<file path="src/rtl/issue_ctrl.sv">
// -----------------------------------------------------------------------------
// issue_ctrl
// Scoreboard-based issue controller between the decode and execute stages of
// the in-order RV64I core. Each cycle it decides whether the decoded
// instruction issues, stalls, or is flushed. It covers these cases:
//   - RAW/WAW hazards against a per-register busy scoreboard
//   - a limit on issued-but-not-retired instructions
//   - FENCE draining
//   - a flush window after a taken branch or jump
//
// Optional feature: define ISSUE_STALL_STATS_EN to build a free-running
// stall-cycle counter on perf_stall_cnt. When the macro is undefined, that
// output is tied to zero and the counter has no flops.
// -----------------------------------------------------------------------------
module issue_ctrl #(
    parameter int MAX_INFLIGHT     = 4,   // 2..15
    parameter int REDIRECT_PENALTY = 2    // 1..7
) (
    input  logic        clk,
    input  logic        rst,
    input  logic        id_valid,
    input  logic        rs1_r_ena,
    input  logic [4:0]  rs1_r_addr,
    input  logic        rs2_r_ena,
    input  logic [4:0]  rs2_r_addr,
    input  logic        rd_w_ena,
    input  logic [4:0]  rd_w_addr,
    input  logic        is_fence,
    input  logic        ex_ready,
    input  logic        redirect,
    input  logic        wb_valid,
    input  logic [4:0]  wb_addr,
    input  logic        retire,
    output logic        issue,
    output logic        id_stall,
    output logic        id_flush,
    output logic [31:0] busy_vec,
    output logic [3:0]  inflight_cnt,
    output logic [31:0] perf_stall_cnt
);

    typedef enum logic [1:0] {
        RUN   = 2'd0,
        DRAIN = 2'd1,
        FLUSH = 2'd2
    } state_t;

    localparam logic [3:0] MAX_CNT       = 4'(MAX_INFLIGHT);
    // The redirect cycle itself is the first flush cycle, so FLUSH covers the rest.
    localparam logic [2:0] PEN_LOAD      = 3'(REDIRECT_PENALTY - 1);
    localparam state_t     REDIRECT_NEXT = (REDIRECT_PENALTY > 1) ? FLUSH : RUN;

    state_t      state, state_next;
    logic [2:0]  flush_cnt, flush_cnt_next;
    logic [31:0] wb_mask, set_mask, eff_busy, busy_next;
    logic [3:0]  inflight_next;
    logic        hazard, full, drain_done;

    // Hazard, capacity and drain conditions seen by the issue decision.
    always_comb begin
        wb_mask    = wb_valid ? (32'd1 << wb_addr) : 32'd0;
        // A register written back this cycle is already free for a reader.
        eff_busy   = busy_vec & ~wb_mask;
        hazard     = (rs1_r_ena & eff_busy[rs1_r_addr]) |
                     (rs2_r_ena & eff_busy[rs2_r_addr]) |
                     (rd_w_ena  & eff_busy[rd_w_addr]);
        full       = (inflight_cnt == MAX_CNT) & ~retire;
        drain_done = (busy_vec == 32'd0) && (inflight_cnt == 4'd0) && ex_ready;
    end

    // Next-state and issue/stall/flush decisions; a redirect overrides every state.
    always_comb begin
        // NOTE: every output gets a default first, so no path infers a latch.
        state_next     = state;
        flush_cnt_next = flush_cnt;
        issue          = 1'b0;
        id_stall       = 1'b0;
        id_flush       = 1'b0;
        if (rst) begin
            // Outputs stay quiet while reset is held, whatever decode presents.
        end else if (redirect) begin
            id_flush       = 1'b1;
            flush_cnt_next = PEN_LOAD;
            state_next     = REDIRECT_NEXT;
        end else begin
            unique case (state)
                RUN: begin
                    issue    = id_valid & ex_ready & ~hazard & ~full & ~is_fence;
                    id_stall = id_valid & ~issue;
                    if (id_valid & is_fence) begin
                        state_next = DRAIN;
                    end
                end
                DRAIN: begin
                    // The fence issues on the cycle the pipeline is empty.
                    if (drain_done) begin
                        issue      = 1'b1;
                        state_next = RUN;
                    end else begin
                        id_stall = 1'b1;
                    end
                end
                FLUSH: begin
                    id_flush = 1'b1;
                    if (flush_cnt <= 3'd1) begin
                        flush_cnt_next = 3'd0;
                        state_next     = RUN;
                    end else begin
                        flush_cnt_next = flush_cnt - 3'd1;
                    end
                end
                default: state_next = RUN;
            endcase
        end
    end

    // Scoreboard and in-flight bookkeeping for the next cycle.
    always_comb begin
        set_mask = (issue & rd_w_ena & (rd_w_addr != 5'd0)) ? (32'd1 << rd_w_addr) : 32'd0;
        // Clear first, then set, so a same-index set wins; x0 is never busy.
        busy_next = ((busy_vec & ~wb_mask) | set_mask) & ~32'd1;

        inflight_next = inflight_cnt;
        if (issue & ~retire) begin
            inflight_next = inflight_cnt + 4'd1;
        end else if (~issue & retire & (inflight_cnt != 4'd0)) begin
            inflight_next = inflight_cnt - 4'd1;
        end
    end

    // State register, flush counter, scoreboard and in-flight count.
    always_ff @(posedge clk or posedge rst) begin
        // NOTE: sequential state uses non-blocking assignments only.
        if (rst) begin
            state        <= RUN;
            flush_cnt    <= 3'd0;
            busy_vec     <= 32'd0;
            inflight_cnt <= 4'd0;
        end else begin
            state        <= state_next;
            flush_cnt    <= flush_cnt_next;
            busy_vec     <= busy_next;
            inflight_cnt <= inflight_next;
        end
    end

`ifdef ISSUE_STALL_STATS_EN
    // Stall-cycle counter; it wraps naturally at 2^32.
    always_ff @(posedge clk or posedge rst) begin
        if (rst) begin
            perf_stall_cnt <= 32'd0;
        end else if (id_stall) begin
            perf_stall_cnt <= perf_stall_cnt + 32'd1;
        end
    end
`else
    assign perf_stall_cnt = 32'd0;
`endif

endmodule

</file>
<file path="config.mk">
export PLATFORM = sky130hd
export DESIGN_NAME = issue_ctrl
export DESIGN_NICKNAME = d
export VERILOG_FILES = /design/src/rtl/issue_ctrl.sv
export SDC_FILE = /design/constraint.sdc
export NUM_CORES = 1
export LEC_CHECK = 0
export BUFFER_PORTS_ARGS = -buffer_cell sky130_fd_sc_hd__buf_4
export CORE_UTILIZATION = 49
export CTS_CLUSTER_SIZE = 40
export DETAILED_ROUTE_END_ITERATION = 6
export PLACE_DENSITY_LB_ADDON = 0.12
export SYNTH_ARGS = -nofsm -noshare
export SYNTH_HDL_FRONTEND = slang
export SYNTH_SLANG_ARGS = --single-unit
</file>
<file path="constraint.sdc">
create_clock -name clk -period 3.1 [get_ports clk]
set_input_delay 0 -clock clk [delete_from_list [all_inputs] [get_ports clk]]
set_output_delay 0 -clock clk [all_outputs]
set_load 0.02 [all_outputs]
</file>
==> flow_summary.json, run 1 <==
{
  "min_path_cells": 4,
  "crit_path_start_kind": "flip-flop",
  "layout_min_cycle_time_ns": 3.43,
  "core_area_um2": 7370,
  "final_hold_viol_count": 0,
  "initial_core_util": 0.514,
  "switchingPower_uw": 733,
  "critical_path_class": "flip-flop to flip-flop",
  "grt_pass1_vias": 4295,
  "cts_buffer_depth": 2,
  "drv_slew": 0,
  "pre_cts_slack_ns": -0.367,
  "design_area_um2": 5350,
  "critPathCaptureType": "flip-flop",
  "setup_slack_ns": -0.334,
  "syn2layout_area_growth_pct": 41.4,
  "synthFlopType": "dfrtp_1",
  "setup_tns_ns": -0.779,
  "cts.clk_slew.worst_paths_ns": 0.09,
  "wl_per_cell_um": 21.2,
  "drt_pass1_iterations": 5,
  "slew_headroom": 0.494,
  "numPortBuffers": 68,
  "cts_made_buffers": 5,
  "cts.sinks": 40,
  "drc_errors": 0,
  "yosys_warnings": 0,
  "min_to": "inflight_cnt[2]",
  "pwr-share-clk": 0.260,
  "layout.nets": 666,
  "grt_max_degree": 43,
  "r2r_end": "inflight_cnt[3]",
  "p_int_uw": 1280,
  "drive_gt1_frac": 0.363,
  "maxCapViolCount": 0,
  "r2r_cells": 16,
  "vias": 4580,
  "postSynthCellCount": 456,
  "placed_cell_area_um2": 5120,
  "fin_crit_sh": 1.11,
  "vias_per_cell": 6.27,
  "synth_enable_flop_cells": 0,
  "die_area_um2": 8080,
  "p_comb_frac": 0.440,
  "rsz0062_at_grt": "yes",
  "syn-cell-area_um2": 3780,
  "overflow": 0,
  "tightest_slew_ns": 0.752,
  "root_buffer": "clkbuf_8",
  "dieHeight_um": 89.9,
  "totalWireLength_um": 15500,
  "worstHoldStart": "retire",
  "ys_ff_latch": 40,
  "reg2reg_slack_ns": -0.33,
  "ant_nets": 0,
  "drtIter0Drc": 439,
  "grt_first_pass_wirelength_um": 23600,
  "p_seq_frac": 0.299,
  "cp_max_fo": 4,
  "vdd_ir_drop_max_v": 0.000339,
  "ys_types": 74,
  "die_x_um": 89.9,
  "p_sw_frac": 0.363,
  "setup_violations": 3,
  "power_density_nw_per_um2": 377,
  "clk_latency_ns": 0.30,
  "gp_congestion": 0.992,
  "fmax_ghz": 0.291,
  "cts_tree": "yes",
  "avgSynthCellArea_um2": 8.30,
  "status": "finished, violations left",
  "hpwlAfterDp_um": 12100,
  "io_pins": 102,
  "crit_required_ns": 3.33,
  "r2r_start": "busy_vec[23]",
  "async_flop_share": 1.00,
  "p_leak_uw": 0.00247,
  "seq_area_frac_synth": 0.264,
  "violations": "negative setup slack",
  "rows": 31,
  "arrival_ns": 3.67,
  "hold_class": "primary input to flip-flop",
  "insertedDiodeCount": 0,
  "grt_usage": 0.380,
  "htree_levels": 2,
  "antenna_found_initial": 0,
  "fin_worst_skew_ns": 0.0101
}
[what timing repair did]
| item | 4_1_cts | 5_1_grt |
|---|---|---|
| resized for setup | 1 | 4 |
| cloned | 0 | 0 |
| pin swaps | 3 | 3 |
| setup endpoints to repair | 3 | 3 |
| setup buffers | 1 | 2 |
| hold buffers | 3 | 0 |
| hold endpoints to repair | 43 | 0 |
[worst max-delay path by stage]
stage / cells past startpoint / endpoint / from
after floorplan: 16 / inflight_cnt[3] / busy_vec[23]
after global placement: 18 / inflight_cnt[3] / wb_addr[0]
after detailed placement: 17 / inflight_cnt[3] / wb_addr[2]
after CTS: 16 / inflight_cnt[3] / busy_vec[23]
after global routing: 16 / inflight_cnt[3] / busy_vec[23]
final: 16 / inflight_cnt[3] / busy_vec[23]
[logic make-up after synthesis]
group | count (synthesis) | synth area share
AO/OA/AOI/OAI | 144 | 0.257
AND/OR/NAND/NOR | 157 | 0.250
other | 1 | 0.000991
flip-flops | 40 | 0.264
adder cells (fa/ha/maj) | 5 | 0.0185
XOR/XNOR | 5 | 0.0116
multiplexers | 26 | 0.0807
buffers and inverters | 78 | 0.117
[cells in the final DEF (no fill, tap or decap), types with 8 or more instances in the layout]
cell type and count:
a21oi_1 9, nor3_1 14, o21ai_0 21, nand2_1 29, dfrtp_1 37, mux2i_1 17
nor4_1 10, inv_1 16, o2111ai_1 8, buf_4 192, nand3_1 19, nor2_1 18
nand4_1 11, o31ai_1 16, o211ai_1 13, conb_1 33, o21ai_1 36, nand2b_1 13
[Yosys cell counts, types with 8 or more instances]
cell       count  area share
a21oi_1       11       0.015
buf_2         12       0.016
buf_4         36       0.071
clkbuf_1       9      0.0089
dfrtp_1       40        0.26
inv_1         16       0.016
mux2i_1       17       0.045
nand2_1       29       0.029
nand2b_1      14       0.023
nand3_1       19       0.025
nand4_1       11       0.018
nor2_1        18       0.018
nor3_1        15       0.020
nor4_1        10       0.017
o2111ai_1      8       0.019
o211ai_1      13       0.026
o21ai_0       21       0.028
o21ai_1       36       0.048
o31ai_1       16       0.032
[per-stage QoR]
| stage | utilization | hold WS [ns] | cells | power, uW |
|---|---|---|---|---|
| finish | 0.726 | 0.0885 | 730 | 2020 |
| global route | 0.726 | 0.146 | 730 | 2110 |
| CTS | 0.720 | 0.0930 | 728 | 1960 |
| detailed placement | 0.695 | 0.224 | 716 | 1420 |
| global placement | 0.695 | 0.209 | 716 | 1390 |
| floorplan | - | 0.0950 | 488 | 1130 |
[layer usage]
metal / GRT usage / vias to the layer above / wire length (um)
met3: 0.102 / 43 / 1760
met5: 0 / - / 0
met2: 0.571 / 317 / 6770
met1: 0.520 / 2191 / 6430
met4: 0.148 / 0 / 501
li1: - / 2029 / -
[power by group through the flow]
stage / Clock [uW] / Combinational, uW / Sequential [uW]
2_1_floorplan: 0 / 459 / 669
3_3_place_gp: 0 / 783 / 609
3_5_place_dp: 0 / 810 / 612
4_1_cts: 528 / 827 / 602
5_1_grt: 545 / 952 / 610
6_report: 525 / 889 / 604
[worst max-delay path, stage by stage (launching register included)]
cell and delay (ns):
dfrtp_2 0.41, mux4_2 0.47, nand2_1 0.07, a31oi_1 0.04, o311a_1 0.32, a41o_1 0.27
nor4b_4 0.24, nand3b_1 0.16, a21oi_4 0.23, nand2b_4 0.09, ha_4 0.24, a21o_1 0.18
a21oi_4 0.17, nor3_2 0.06, a32o_1 0.20, nand3_1 0.08, xnor2_1 0.12
[flip-flops by register name (all words and copies together), names as in the netlist]
register,cells
busy_vec,31
state,2
flush_cnt,3
inflight_cnt,4
[area by class of cell]
cell class	instances	area, um^2
clock buffer	6	72.6
clock inverter	2	60.1
fill	603	2020
inverter	17	63.8
multi-input combinational	370	2540
sequential	40	1000
tap	99	124
timing repair buffer	196	1480
No activity file was read; power rests on OpenSTA's default activity.
==> run 2, diff against run 1 <==
- SKIP_CTS_REPAIR_TIMING: not set -> 1
==> run 2 against run 1 <==
  * Worst hold slack worse by 0.10 ns
  * Largest power group unchanged
  * Global-route usage fell by 0.38 points
  * Final cell count is 0.27% lower
  * Critical path type unchanged
  * Setup slack better by 0.018 ns
  * Clock skew is 0.00072 ns lower
  * Total power hardly changed
  * Design area shrank 0.33%
  * Sequential power is essentially flat
  * The flow finishes with violations (negative hold slack, negative setup slack)
==> flow_summary.json, run 2 (synthesis gave the netlist of run 1 again) <==
{
  "hold-worst-slack_ns": -0.0134,
  "grt_usage": 0.376,
  "cts_made_buffers": 5,
  "setup_slack_ns": -0.316,
  "vias_per_cell": 6.29,
  "root_buffer": "clkbuf_8",
  "p_comb_frac": 0.441,
  "numPortBuffers": 68,
  "syn2layout_area_growth_pct": 40.9,
  "cp_max_fo": 4,
  "die_x_um": 89.9,
  "insertedDiodeCount": 0,
  "critical_path_class": "flip-flop to flip-flop",
  "dieHeight_um": 89.9,
  "drc_errors": 0,
  "crit_required_ns": 3.33,
  "final_util": 0.724,
  "wl_per_cell_um": 21.3,
  "place_inst": 716,
  "grt_first_pass_wirelength_um": 23300,
  "reg2reg_slack_ns": -0.32,
  "p_leak_uw": 0.00246,
  "gp_congestion": 0.992,
  "critPathBufInv": 0,
  "grt_pass1_vias": 4217,
  "fin_worst_skew_ns": 0.00940,
  "final_cell_mix": "191 x buf_4, 37 x dfrtp_1, 36 x o21ai_1, 33 x conb_1, 29 x nand2_1",
  "tightest_slew_ns": 0.801,
  "power_density_nw_per_um2": 378,
  "pwr-share-clk": 0.260,
  "overflow": 0,
  "cts.sinks": 40,
  "cts_buffer_depth": 2,
  "io_pins": 102,
  "initial_core_util": 0.514,
  "worstPathCellList": "mux4_2, nand2_1, a31oi_1, o311a_1, a41o_1, nor4b_4, nand3b_1, a21oi_4, nand2b_4, ha_4, a21o_1, a21oi_4, nor3_2, a32o_1, nand3_1, xnor2_1",
  "path_delay_family": "compound AO/OA/AOI/OAI gates",
  "slew_headroom": 0.461,
  "hpwlAfterDp_um": 12100,
  "drt_pass1_iterations": 6,
  "reg_top3": "busy_vec (31), inflight_cnt (4), flush_cnt (3)",
  "rsz0062_at_grt": "yes",
  "largest_register_ffs": 31,
  "vias": 4579,
  "vdd_ir_drop_max_v": 0.000340,
  "drv_slew": 0,
  "core_area_um2": 7370,
  "cts.clk_slew.worst_paths_ns": 0.09,
  "setup_violations": 3,
  "fin_crit_sh": 1.10,
  "p_seq_frac": 0.299,
  "crit_path_start_kind": "flip-flop",
  "drive_gt1_frac": 0.362,
  "htree_levels": 2,
  "p_int_uw": 1280,
  "cts_tree": "yes",
  "layout_commonest_cell": "buf_4",
  "drtIter0Drc": 460,
  "cpPeakStageDelay_ns": 0.47,
  "fmax_ghz": 0.293,
  "violations": "negative hold slack, negative setup slack",
  "cp_slowest_cell": "mux4_2",
  "antenna_found_initial": 0,
  "rows": 31,
  "totalWireLength_um": 15500,
  "final_hold_viol_count": 1,
  "die_area_um2": 8080,
  "layout.nets": 664,
  "ant_nets": 0,
  "grt_max_degree": 43,
  "status": "finished, violations left",
  "crit_top_cell": "a21oi_4",
  "final-instance-count-excl-fill": 728,
  "pre_cts_slack_ns": -0.367,
  "arrival_ns": 3.65,
  "setup_tns_ns": -0.726,
  "clk_latency_ns": 0.30,
  "hold_class": "primary input to flip-flop",
  "maxCapViolCount": 0,
  "nFillCells": 604,
  "critPathCaptureType": "flip-flop",
  "switchingPower_uw": 733,
  "largest-register": "busy_vec",
  "layout_min_cycle_time_ns": 3.42,
  "p_sw_frac": 0.364
}
run 2: worst paths after layout:
path                              start              end  cells past startpoint
setup / recovery           busy_vec[23]  inflight_cnt[3]                     16
hold / removal                 redirect     flush_cnt[0]                      3
setup reg to reg           busy_vec[23]  inflight_cnt[3]                     16
hold reg to reg            flush_cnt[2]     flush_cnt[2]                      1
max in group asynchronous           rst     busy_vec[17]                      4
min in group asynchronous           rst         state[1]                      4
run 2: per-stage QoR:
| stage | power [uW] | instance area, um^2 |
|---|---|---|
| after floorplan | 1130 | 3950 |
| final | 2020 | 5330 |
| after CTS | 1940 | 5260 |
| after detailed placement | 1420 | 5120 |
| after global routing | 2110 | 5330 |
| after global placement | 1390 | 5120 |
run 2: cell type report:
class,count,area [um^2],area share
clock buffers,6,72.6,0.0136
flip-flops and latches,40,1000,0.188
inverters,17,63.8,0.0120
well taps,99,124,0.0232
multi-input cells,370,2540,0.477
repair buffers,194,1470,0.275
clock inverters,2,60.1,0.0113
run 2: power groups by stage:
stage | Clock (uW) | Combinational [uW] | Sequential, uW
after floorplan | 0 | 459 | 669
after global placement | 0 | 783 | 609
after detailed placement | 0 | 810 | 612
after CTS | 528 | 814 | 602
after global routing | 545 | 950 | 610
final | 524 | 889 | 604
run 2: routing by layer:
layer	vias to the layer above	wire length, um	global-route usage
li1	2029	-	-
met1	2196	6470	0.518
met2	313	6900	0.567
met3	41	1740	0.0998
met4	0	420	0.137
met5	-	0	0
run 2: worst register-to-register path, cell delays in order (launching register included):
cell and delay [ns]:
dfrtp_2 0.41, mux4_2 0.47, nand2_1 0.07, a31oi_1 0.04
o311a_1 0.32, a41o_1 0.28, nor4b_4 0.24, nand3b_1 0.17
a21oi_4 0.20, nand2b_4 0.09, ha_4 0.24, a21o_1 0.18
a21oi_4 0.18, nor3_2 0.07, a32o_1 0.20, nand3_1 0.08
xnor2_1 0.12
==> run 3, diff against run 2 <==
- CORE_UTILIZATION: 49 -> 25
==> run 3 against run 2 <==
  * The run ends with design-rule violations, negative setup slack left
  * Fmax is 1.9% lower
  * Flip-flop and latch count stayed put
  * Register-to-register slack worse by 0.07 ns
  * Final cell count is 12% higher
  * Global-route usage is 17 points lower
  * Die area is 94% higher
  * Clock skew is 0.00059 ns lower
  * Design area is 3.8% higher
  * Via count is 4.8% lower
==> flow_summary.json, run 3 (synthesis gave the netlist of run 1 again) <==
{
  "largest_register_ffs": 31,
  "r2r_start": "busy_vec[23]",
  "r2r_cells": 16,
  "layout_min_cycle_time_ns": 3.48,
  "overflow": 0,
  "insertedDiodeCount": 0,
  "fin_worst_skew_ns": 0.00881,
  "p_leak_uw": 0.00253,
  "violations": "design-rule violations, negative setup slack",
  "pre_cts_slack_ns": -0.364,
  "r2r_end": "inflight_cnt[3]",
  "drive_gt1_frac": 0.371,
  "clk_latency_ns": 0.29,
  "root_buffer": "clkbuf_16",
  "grt_usage": 0.209,
  "htree_levels": 2,
  "tightest_slew_ns": 0.743,
  "vdd_ir_drop_max_v": 0.000240,
  "grt_max_degree": 25,
  "numPortBuffers": 68,
  "cts_made_buffers": 5,
  "fmax_ghz": 0.287,
  "die_area_um2": 15600,
  "cts_buffer_depth": 2,
  "p_comb_frac": 0.430,
  "drc_errors": 15,
  "pwr-share-clk": 0.282,
  "critical_path_class": "flip-flop to flip-flop",
  "place_inst": 807,
  "initial_core_util": 0.258,
  "vias_per_cell": 5.34,
  "io_pins": 102,
  "vias": 4359,
  "crit_path_start_kind": "flip-flop",
  "core_area_um2": 14600,
  "drv_slew": 0,
  "drt_pass1_iterations": 7,
  "switchingPower_uw": 738,
  "final_hold_viol_count": 0,
  "cp_max_fo": 4,
  "setup_violations": 3,
  "layout.nets": 668,
  "p_int_uw": 1350,
  "maxCapViolCount": 0,
  "crit_required_ns": 3.32,
  "layout_commonest_cell": "buf_4",
  "final_cell_mix": "194 x buf_4, 37 x dfrtp_1, 36 x o21ai_1, 33 x conb_1, 29 x nand2_1",
  "arrival_ns": 3.70,
  "final-instance-count-excl-fill": 817,
  "rsz0062_at_grt": "yes",
  "dieHeight_um": 125,
  "worstHoldStart": "redirect",
  "largest-register": "busy_vec",
  "ant_nets": 0,
  "rows": 44,
  "hold_class": "primary input to flip-flop",
  "grt_pass1_vias": 4193,
  "gp_congestion": 0.967,
  "wl_per_cell_um": 20.0,
  "fin_crit_sh": 1.12,
  "die_x_um": 125,
  "cts.sinks": 40,
  "reg2reg_slack_ns": -0.38,
  "setup_slack_ns": -0.383,
  "reg_top3": "busy_vec (31), inflight_cnt (4), flush_cnt (3)",
  "totalWireLength_um": 16300,
  "p_sw_frac": 0.353,
  "hpwlAfterDp_um": 13600,
  "critPathCaptureType": "flip-flop",
  "slew_headroom": 0.504,
  "antenna_found_initial": 0,
  "cts_tree": "yes",
  "min_path_cells": 3,
  "drtIter0Drc": 518,
  "p_seq_frac": 0.289,
  "status": "finished, violations left",
  "grt_first_pass_wirelength_um": 24800,
  "min_to": "flush_cnt[0]",
  "cts.clk_slew.worst_paths_ns": 0.06,
  "power_density_nw_per_um2": 377,
  "syn2layout_area_growth_pct": 46.2
}
[run 3: cell types whose count changed in the layout (fill, tap and decap cells not counted), sizes merged]
cell    previous run  this run
buf              192       196
bufinv             2         1
clkinv             1         2
[run 3: power by group through the flow]
| stage | sequential (uW) | combinational (uW) | clock (uW) |
|---|---|---|---|
| after global placement | 611 | 811 | 0 |
| after detailed placement | 611 | 818 | 0 |
| after CTS | 602 | 822 | 611 |
| final | 603 | 898 | 589 |
| after floorplan | 669 | 459 | 0 |
| after global routing | 610 | 982 | 629 |
[run 3: critical path: stages (launching register included)]
cell and delay, ns:
dfrtp_2 0.40, mux4_2 0.46, nand2_1 0.08, a31oi_1 0.04, o311a_1 0.39, a41o_1 0.27, nor4b_4 0.29, nand3b_1 0.16
a21oi_4 0.18, nand2b_4 0.08, ha_4 0.20, a21o_1 0.20, a21oi_4 0.19, nor3_2 0.06, a32o_2 0.24, nand3_2 0.07
xnor2_2 0.10
[run 3: cell type report]
| class | count | area [um^2] |
|---|---|---|
| Inverter | 17 | 63.8 |
| Multi-Input combinational cell | 370 | 2560 |
| Timing Repair Buffer | 198 | 1520 |
| Clock inverter | 2 | 35.0 |
| Clock buffer | 6 | 129 |
| Fill cell | 1513 | 9110 |
| Tap cell | 184 | 230 |
| Sequential cell | 40 | 1000 |
[run 3: per-stage QoR]
step                 util  TNS (ns)  hold WS (ns)  instance area [um^2]  total power [uW]
global placement    0.362    -0.665         0.226                  5300              1420
detailed placement  0.362    -0.704         0.220                  5300              1430
finish              0.378    -0.957       0.00407                  5540              2090
floorplan               -    -0.543        0.0950                  3950              1130
global route        0.378     -1.42        0.0163                  5540              2220
CTS                 0.373    -0.754       -0.0931                  5470              2040
[run 3: worst max path at each step]
stage                  from               to  slack, ns  cells past startpoint
2_1_floorplan  busy_vec[23]  inflight_cnt[3]      -0.39                     16
3_3_place_gp     wb_addr[1]  inflight_cnt[3]      -0.34                     18
3_5_place_dp     wb_addr[2]  inflight_cnt[3]      -0.36                     17
4_1_cts        busy_vec[23]  inflight_cnt[3]      -0.37                     16
5_1_grt        busy_vec[23]  inflight_cnt[3]      -0.55                     16
6_report       busy_vec[23]  inflight_cnt[3]      -0.38                     16
[run 3: routing by layer]
metal,routed length [um],track usage,up-vias
met3,1050,0.0274,32
met5,0,0,-
met2,7300,0.322,196
met1,7520,0.298,2103
li1,-,-,2028
met4,437,0.0753,0
